[src/rtl/lsu.sv]
// lsu -- load/store unit for the MEM stage of an RV32I pipeline.
//
// Accepts one load or store from the EX/MEM slot and issues it on a
// req/gnt/rvalid data-memory port. Word-aligned address, byte enables and
// lane-replicated store data are registered. Returned load data is
// aligned, extended and registered for write-back. stall_n holds the
// pipeline for the whole access.
//
// Ports:
//   clk, rst                 clock, synchronous active-high reset
//   ex_valid/read/write      EX/MEM slot control (read wins over write)
//   ex_funct3, ex_addr       access size/signedness and byte address
//   ex_wdata, ex_rd          store data and load destination
//   stall_n                  low = freeze PC, IF/ID, ID/EX, EX/MEM
//   wb_valid, wb_rd, wb_data registered load result (one-cycle pulse)
//   err                      one-cycle pulse: misaligned/illegal/timeout
//   mem_*                    data-memory request/response port
//
// Optional feature: define LSU_TIMEOUT_EN to add a watchdog that aborts an
// access after TIMEOUT_CYCLES cycles in REQ/RESP.
module lsu #(
    parameter int ADDR_WIDTH     = 32,
    parameter int WORD_WIDTH     = 32,
    parameter int TIMEOUT_CYCLES = 64
) (
    input  logic                  clk,
    input  logic                  rst,
    input  logic                  ex_valid,
    input  logic                  ex_read,
    input  logic                  ex_write,
    input  logic [2:0]            ex_funct3,
    input  logic [ADDR_WIDTH-1:0] ex_addr,
    input  logic [WORD_WIDTH-1:0] ex_wdata,
    input  logic [4:0]            ex_rd,
    output logic                  stall_n,
    output logic                  wb_valid,
    output logic [4:0]            wb_rd,
    output logic [WORD_WIDTH-1:0] wb_data,
    output logic                  err,
    output logic                  mem_req,
    output logic                  mem_we,
    output logic [ADDR_WIDTH-1:0] mem_addr,
    output logic [3:0]            mem_be,
    output logic [WORD_WIDTH-1:0] mem_wdata,
    input  logic                  mem_gnt,
    input  logic                  mem_rvalid,
    input  logic [WORD_WIDTH-1:0] mem_rdata
);

    typedef enum logic [1:0] {IDLE, REQ, RESP} state_t;

    state_t                  state_q;
    logic                    mem_req_q, mem_we_q, wb_valid_q, err_q;
    logic [2:0]              funct3_q;
    logic [1:0]              off_q;
    logic [4:0]              rd_q, wb_rd_q;
    logic [3:0]              be_q;
    logic [ADDR_WIDTH-1:0]   addr_q;
    logic [WORD_WIDTH-1:0]   wdata_q, wb_data_q, wb_data_d;
    logic                    start, f3_ok, misalign, legal, timeout;

    function automatic logic [3:0] byte_enables(input logic [1:0] size, input logic [1:0] off);
        case (size)
            2'b00:   return 4'b0001 << off;
            2'b01:   return 4'b0011 << {off[1], 1'b0};
            default: return 4'b1111;
        endcase
    endfunction

    function automatic logic [31:0] replicate(input logic [1:0] size, input logic [31:0] d);
        case (size)
            2'b00:   return {4{d[7:0]}};
            2'b01:   return {2{d[15:0]}};
            default: return d;
        endcase
    endfunction

    function automatic logic [31:0] extract_load(input logic [2:0] f3, input logic [1:0] off,
                                                 input logic [31:0] d);
        logic [7:0]  b;
        logic [15:0] h;
        case (off)
            2'd0:    b = d[7:0];
            2'd1:    b = d[15:8];
            2'd2:    b = d[23:16];
            default: b = d[31:24];
        endcase
        h = off[1] ? d[31:16] : d[15:0];
        case (f3)
            3'b000:  return {{24{b[7]}}, b};
            3'b001:  return {{16{h[15]}}, h};
            3'b100:  return {24'd0, b};
            3'b101:  return {16'd0, h};
            default: return d;
        endcase
    endfunction

    always_comb begin
        start = ex_valid & (ex_read | ex_write);
        // Loads additionally allow the unsigned byte/half encodings.
        if (ex_read)
            f3_ok = (ex_funct3[1:0] != 2'b11) && !(ex_funct3[2] && ex_funct3[1]);
        else
            f3_ok = !ex_funct3[2] && (ex_funct3[1:0] != 2'b11);
        case (ex_funct3[1:0])
            2'b01:   misalign = ex_addr[0];
            2'b10:   misalign = (ex_addr[1:0] != 2'b00);
            default: misalign = 1'b0;
        endcase
        legal     = f3_ok & ~misalign;
        wb_data_d = extract_load(funct3_q, off_q, mem_rdata);
    end

`ifdef LSU_TIMEOUT_EN
    localparam int CNT_W = $clog2(TIMEOUT_CYCLES + 1);
    logic [CNT_W-1:0] cnt_q;

    // Held at zero in IDLE, so it starts from zero on every REQ entry.
    always_ff @(posedge clk) begin
        if (rst || state_q == IDLE)
            cnt_q <= '0;
        else
            cnt_q <= cnt_q + CNT_W'(1);
    end

    // A store grant or a load response in the limit cycle still completes normally.
    assign timeout = (state_q != IDLE) && (cnt_q == CNT_W'(TIMEOUT_CYCLES - 1))
                     && !(state_q == REQ  && mem_gnt && mem_we_q)
                     && !(state_q == RESP && mem_rvalid);
`else
    assign timeout = 1'b0;
`endif

    // The completion cycle (store grant, load rvalid) releases the stall so
    // the pipeline advances on the same edge that returns us to IDLE.
    assign stall_n = rst | ~(((state_q == IDLE) & start & legal) |
                             ((state_q == REQ)  & ~(mem_gnt & mem_we_q) & ~timeout) |
                             ((state_q == RESP) & ~mem_rvalid & ~timeout));

    always_ff @(posedge clk) begin
        if (rst) begin
            state_q    <= IDLE;
            mem_req_q  <= 1'b0;
            mem_we_q   <= 1'b0;
            wb_valid_q <= 1'b0;
            err_q      <= 1'b0;
            funct3_q   <= 3'd0;
            off_q      <= 2'd0;
            rd_q       <= 5'd0;
            be_q       <= 4'd0;
            addr_q     <= '0;
            wdata_q    <= '0;
            wb_rd_q    <= 5'd0;
            wb_data_q  <= '0;
        end else begin
            wb_valid_q <= 1'b0;
            err_q      <= 1'b0;
            case (state_q)
                IDLE: begin
                    if (start) begin
                        if (legal) begin
                            mem_we_q  <= ~ex_read;
                            funct3_q  <= ex_funct3;
                            off_q     <= ex_addr[1:0];
                            rd_q      <= ex_rd;
                            be_q      <= byte_enables(ex_funct3[1:0], ex_addr[1:0]);
                            addr_q    <= {ex_addr[ADDR_WIDTH-1:2], 2'b00};
                            wdata_q   <= replicate(ex_funct3[1:0], ex_wdata);
                            mem_req_q <= 1'b1;
                            state_q   <= REQ;
                        end else begin
                            err_q <= 1'b1;
                        end
                    end
                end
                REQ: begin
                    if (timeout) begin
                        mem_req_q <= 1'b0;
                        err_q     <= 1'b1;
                        state_q   <= IDLE;
                    end else if (mem_gnt) begin
                        mem_req_q <= 1'b0;
                        state_q   <= mem_we_q ? IDLE : RESP;
                    end
                end
                RESP: begin
                    if (timeout) begin
                        err_q   <= 1'b1;
                        state_q <= IDLE;
                    end else if (mem_rvalid) begin
                        wb_valid_q <= 1'b1;
                        wb_rd_q    <= rd_q;
                        wb_data_q  <= wb_data_d;
                        state_q    <= IDLE;
                    end
                end
                default: state_q <= IDLE;
            endcase
        end
    end

    assign mem_req   = mem_req_q;
    assign mem_we    = mem_we_q;
    assign mem_addr  = addr_q;
    assign mem_be    = be_q;
    assign mem_wdata = wdata_q;
    assign wb_valid  = wb_valid_q;
    assign wb_rd     = wb_rd_q;
    assign wb_data   = wb_data_q;
    assign err       = err_q;

endmodule

[config.mk]
export PLATFORM = sky130hd
export DESIGN_NAME = lsu
export DESIGN_NICKNAME = d
export VERILOG_FILES = /design/src/rtl/lsu.sv
export SDC_FILE = /design/constraint.sdc
export NUM_CORES = 1
export LEC_CHECK = 0
export CAP_MARGIN = 5
export CORE_MARGIN = 1.5
export CORE_UTILIZATION = 43
export CTS_CLUSTER_SIZE = 25
export DETAILED_ROUTE_END_ITERATION = 16
export PLACE_DENSITY = 0.8
export SYNTH_ARGS = -nofsm -noshare
export SYNTH_HDL_FRONTEND = slang
export SYNTH_SLANG_ARGS = --single-unit
[constraint.sdc]
create_clock -name clk -period 3.17 [get_ports clk]
set_input_delay 0.7925 -clock clk [delete_from_list [all_inputs] [get_ports clk]]
set_output_delay 0.7925 -clock clk [all_outputs]
set_load 0.01 [all_outputs]
==> flow_summary.rst <==
.. list-table::
   :header-rows: 1

   * - Metric
     - Value
   * - Run status
     - complete, no violations
   * - Layout Nets
     - between 900 and 1k
   * - Register clock-pin slew on the reported worst setup and hold paths
     - roughly 50 ps
   * - GRT met2 Usage
     - about 45%
   * - GR peak layer
     - met2
   * - Global placement routability congestion
     - 0.853
   * - Met3 Usage GRT
     - 12.1%
   * - Post-detailed-route count of antenna-violating nets
     - 0
   * - Relative slew slack
     - about two fifths
   * - Area of the core
     - 12,100 um2
   * - Top cell type's share of synthesized area
     - 44.4%
   * - Worst Setup End Kind
     - primary output
   * - TritonCTS clock tree
     - built
   * - Count of synthesis-stage warnings from yosys
     - 0
   * - Async set-or-reset flop fraction in the synthesized netlist
     - 0%
   * - Power per cell area
     - about 480 nW/um2
   * - Cell area reported after detailed placement
     - a little under 8000 um2
   * - Number of buffers inserted by hold repair at cts
     - 0
   * - Total negative setup slack
     - 0 ps
   * - Area growth from synthesis to final layout
     - 54.6%
   * - CP arrival
     - about 2300 ps
   * - Cell accounting for the most synthesized area
     - dfxtp_1
   * - Seq/Total Area, Yosys
     - 44.4%
   * - Final cell area excluding filler cells
     - 8300 um2
   * - Critical path class
     - input pin to primary output
   * - Total number of H-tree levels
     - 4
   * - Synthesized instance count
     - 647
   * - Pins over their slew limit
     - 0
   * - Max-cap violations
     - 0
   * - Register-to-register path setup slack
     - 1160 ps
   * - Post-synth EDFFs
     - 0
   * - Starting Density
     - 44.3%
   * - RSZ-0062 raised after global routing
     - no
   * - Leakage dissipation
     - approximately 2.8 nW
   * - Antenna Cells
     - 0
   * - Grt total ovfl
     - 0
   * - Latest clock arrival within the worst-skew pair
     - about 420 ps
   * - Highest fanout seen on the critical path
     - 2
   * - Number of remaining DRC errors
     - 0
   * - Die ar.
     - ~13,000 um2
   * - Die W
     - approximately 110 um
   * - Highest ir drop seen on vdd
     - ~280 uV
   * - 1st-pass router iterations
     - 5
   * - Met1 routing resource usage after global routing
     - 34.1%
   * - Final Critical Period
     - just over 3000 ps
   * - Total track usage
     - about 29%
   * - Top cells by area, synth
     - dfxtp_1 44%, a21oi_1 9.0%, o21ai_0 4.8%
   * - FMAX
     - 0.324 GHz
   * - Count of final hold-check violations
     - 0
   * - Flops & latches, synth
     - ~120
   * - Number of distinct library cells after synthesis
     - 44
   * - Data required, critical path
     - roughly 2400 ps
   * - Post-detail-place hpwl
     - 12.9 mm
   * - Largest net degree at the start of global routing
     - 87
   * - Clk sink count
     - approximately 120
   * - Largest buffer count on any clock path
     - 2
   * - Non-filler instance count after layout
     - 1,025
   * - Mean instance size in the synthesized netlist
     - 8.30 um2
   * - Number of design-rule violations left by the first detailed-router iteration
     - 576
   * - Post-synth top flop
     - dfxtp_1
   * - Drt via density
     - 5.78
   * - Top library cells by usage in the layout, fill and taps aside
     - 214 x clkdlybuf4s50_1, 119 x dfxtp_1, 97 x a21oi_1
   * - Clock buffer count from CTS
     - 17
   * - Rows
     - 40
   * - Detailed-route via count
     - slightly below 6k
   * - Global-route wire length before repair
     - 29.4 mm
   * - Via count of the first global-routing pass
     - 5,940
   * - Mean routed wirelength per cell
     - roughly 18 um
   * - Transition time at the pin with the least slew margin
     - just over 900 ps
   * - Most frequent standard cell in the layout excluding fill and tap cells
     - clkdlybuf4s50_1
   * - Filler Cell Count
     - between 900 and 1k
   * - Overall routed net length
     - around 19 mm
   * - I/O Buffers
     - about 220
   * - Count of final setup violators
     - 0
   * - Library cell used as clock root buffer
     - clkbuf_16
   * - Antenna violations before repair
     - 1
   * - Share of final-layout standard cells stronger than drive strength 1
     - approximately 8.6%
   * - Nature of the critical path startpoint
     - input pin
   * - Period Utilization, post-route
     - slightly below 100%
   * - Number of primary I/O pins
     - 221
   * - Chip height
     - approximately 110 um
   * - Placed cell count
     - 992
   * - Clock Skews
     - 6.70 ps
   * - Worst Hold Class
     - flip-flop to flip-flop
   * - Post-Syn Area
     - 5370 um2
==> Yosys cell counts, types with 4 or more instances <==
cell type	count
dfxtp_1	119
a21oi_1	97
nand2_1	61
clkbuf_1	53
o21ai_0	51
nand3_1	48
nor2_1	38
a211oi_1	34
a311oi_1	19
a22oi_1	16
buf_2	12
nor3b_1	8
a2111oi_0	7
mux2_2	7
mux2i_1	7
nor4bb_1	7
o22a_1	7
inv_1	6
nand2b_1	6
nor3_1	6
ha_1	4
nand3b_1	4
==> registers in the layout (all words and copies together) (netlist names) <==
signal / flops
mem_wdata: 32
wb_data: 32
mem_addr: 30
rd_q: 5
wb_rd: 5
mem_be: 4
funct3_q: 3
off_q: 2
state_q: 2
err: 1
mem_req: 1
mem_we: 1
wb_valid: 1
==> report_power, final <==
part	switching, mW	leakage [nW]	total (mW)	internal, mW
combinational	0.358	1.57	0.719	0.361
clock	0.641	0.248	1.69	1.05
sequential	0.0459	0.967	1.61	1.56
total	1.04	2.78	4.02	2.98
==> cells by family (layout without fill, tap and decap cells) <==
logic type / after synthesis / in the layout / share of synthesized area, %
buffers and inverters: 74 / 283 / 5.59
other: 1 / 2 / 0.0699
muxes: 15 / 15 / 3.19
and+or+nand+nor: 187 / 187 / 16.8
AOI/OAI and AO/OA: 247 / 247 / 29.0
DFF: 119 / 119 / 44.4
adders and majority gates: 4 / 4 / 0.932
==> metrics by stage <==
step | util (%) | power (mW) | worst slack (ps) | hold slack (ps)
2_1_floorplan | - | 1.96 | 107 | 428
6_report | 68.5 | 4.02 | 82.3 | 445
4_1_cts | 68.5 | 4.04 | 15.5 | 451
3_5_place_dp | 63.7 | 2.33 | -661 | 443
3_3_place_gp | 63.7 | 2.32 | -587 | 433
5_1_grt | 68.5 | 4.17 | 0.322 | 479
==> cell type report <==
cell class	instances	area (um2)	area share, %
inverter	6	22.5	0.271
clock buffer	28	497	5.99
multi-input combinational	455	2750	33.1
timing repair buffer	246	2420	29.2
tap	168	210	2.53
sequential	119	2380	28.7
clock inverter	3	17.5	0.211
==> timing repair <==
item,CTS,global route
cloned,0,0
setup endpoints to repair,1,1
gates resized for setup,17,3
setup buffers,2,0
pin swaps,5,3
==> critical path, cell delays in order <==
cell           delay, ps
dlygate4sd2_1        260
inv_2                100
ha_4                 210
and3_4               180
a2111oi_4            310
nand2_1              130
a21o_1               180
buf_6                120
==> metal layers <==
metal	part of all wire, %	vias to the layer above
li1	-	2770
met1	39	2797
met2	46	310
met3	11	49
met4	3.1	2
met5	0.069	-
==> worst paths after layout <==
path                                         startpoint                    endpoint  cells past startpoint
worst max register to register  state_q[0]$_SDFFE_PP0P_  mem_wdata[22]$_SDFFE_PP0P_                      5
worst min-delay path               rd_q[4]$_SDFFE_PP0P_       wb_rd[4]$_SDFFE_PP0P_                      2
worst max-delay path                       ex_funct3[0]                     stall_n                      8
worst min register to register     rd_q[4]$_SDFFE_PP0P_       wb_rd[4]$_SDFFE_PP0P_                      2
(Power assumes the default switching activity.)
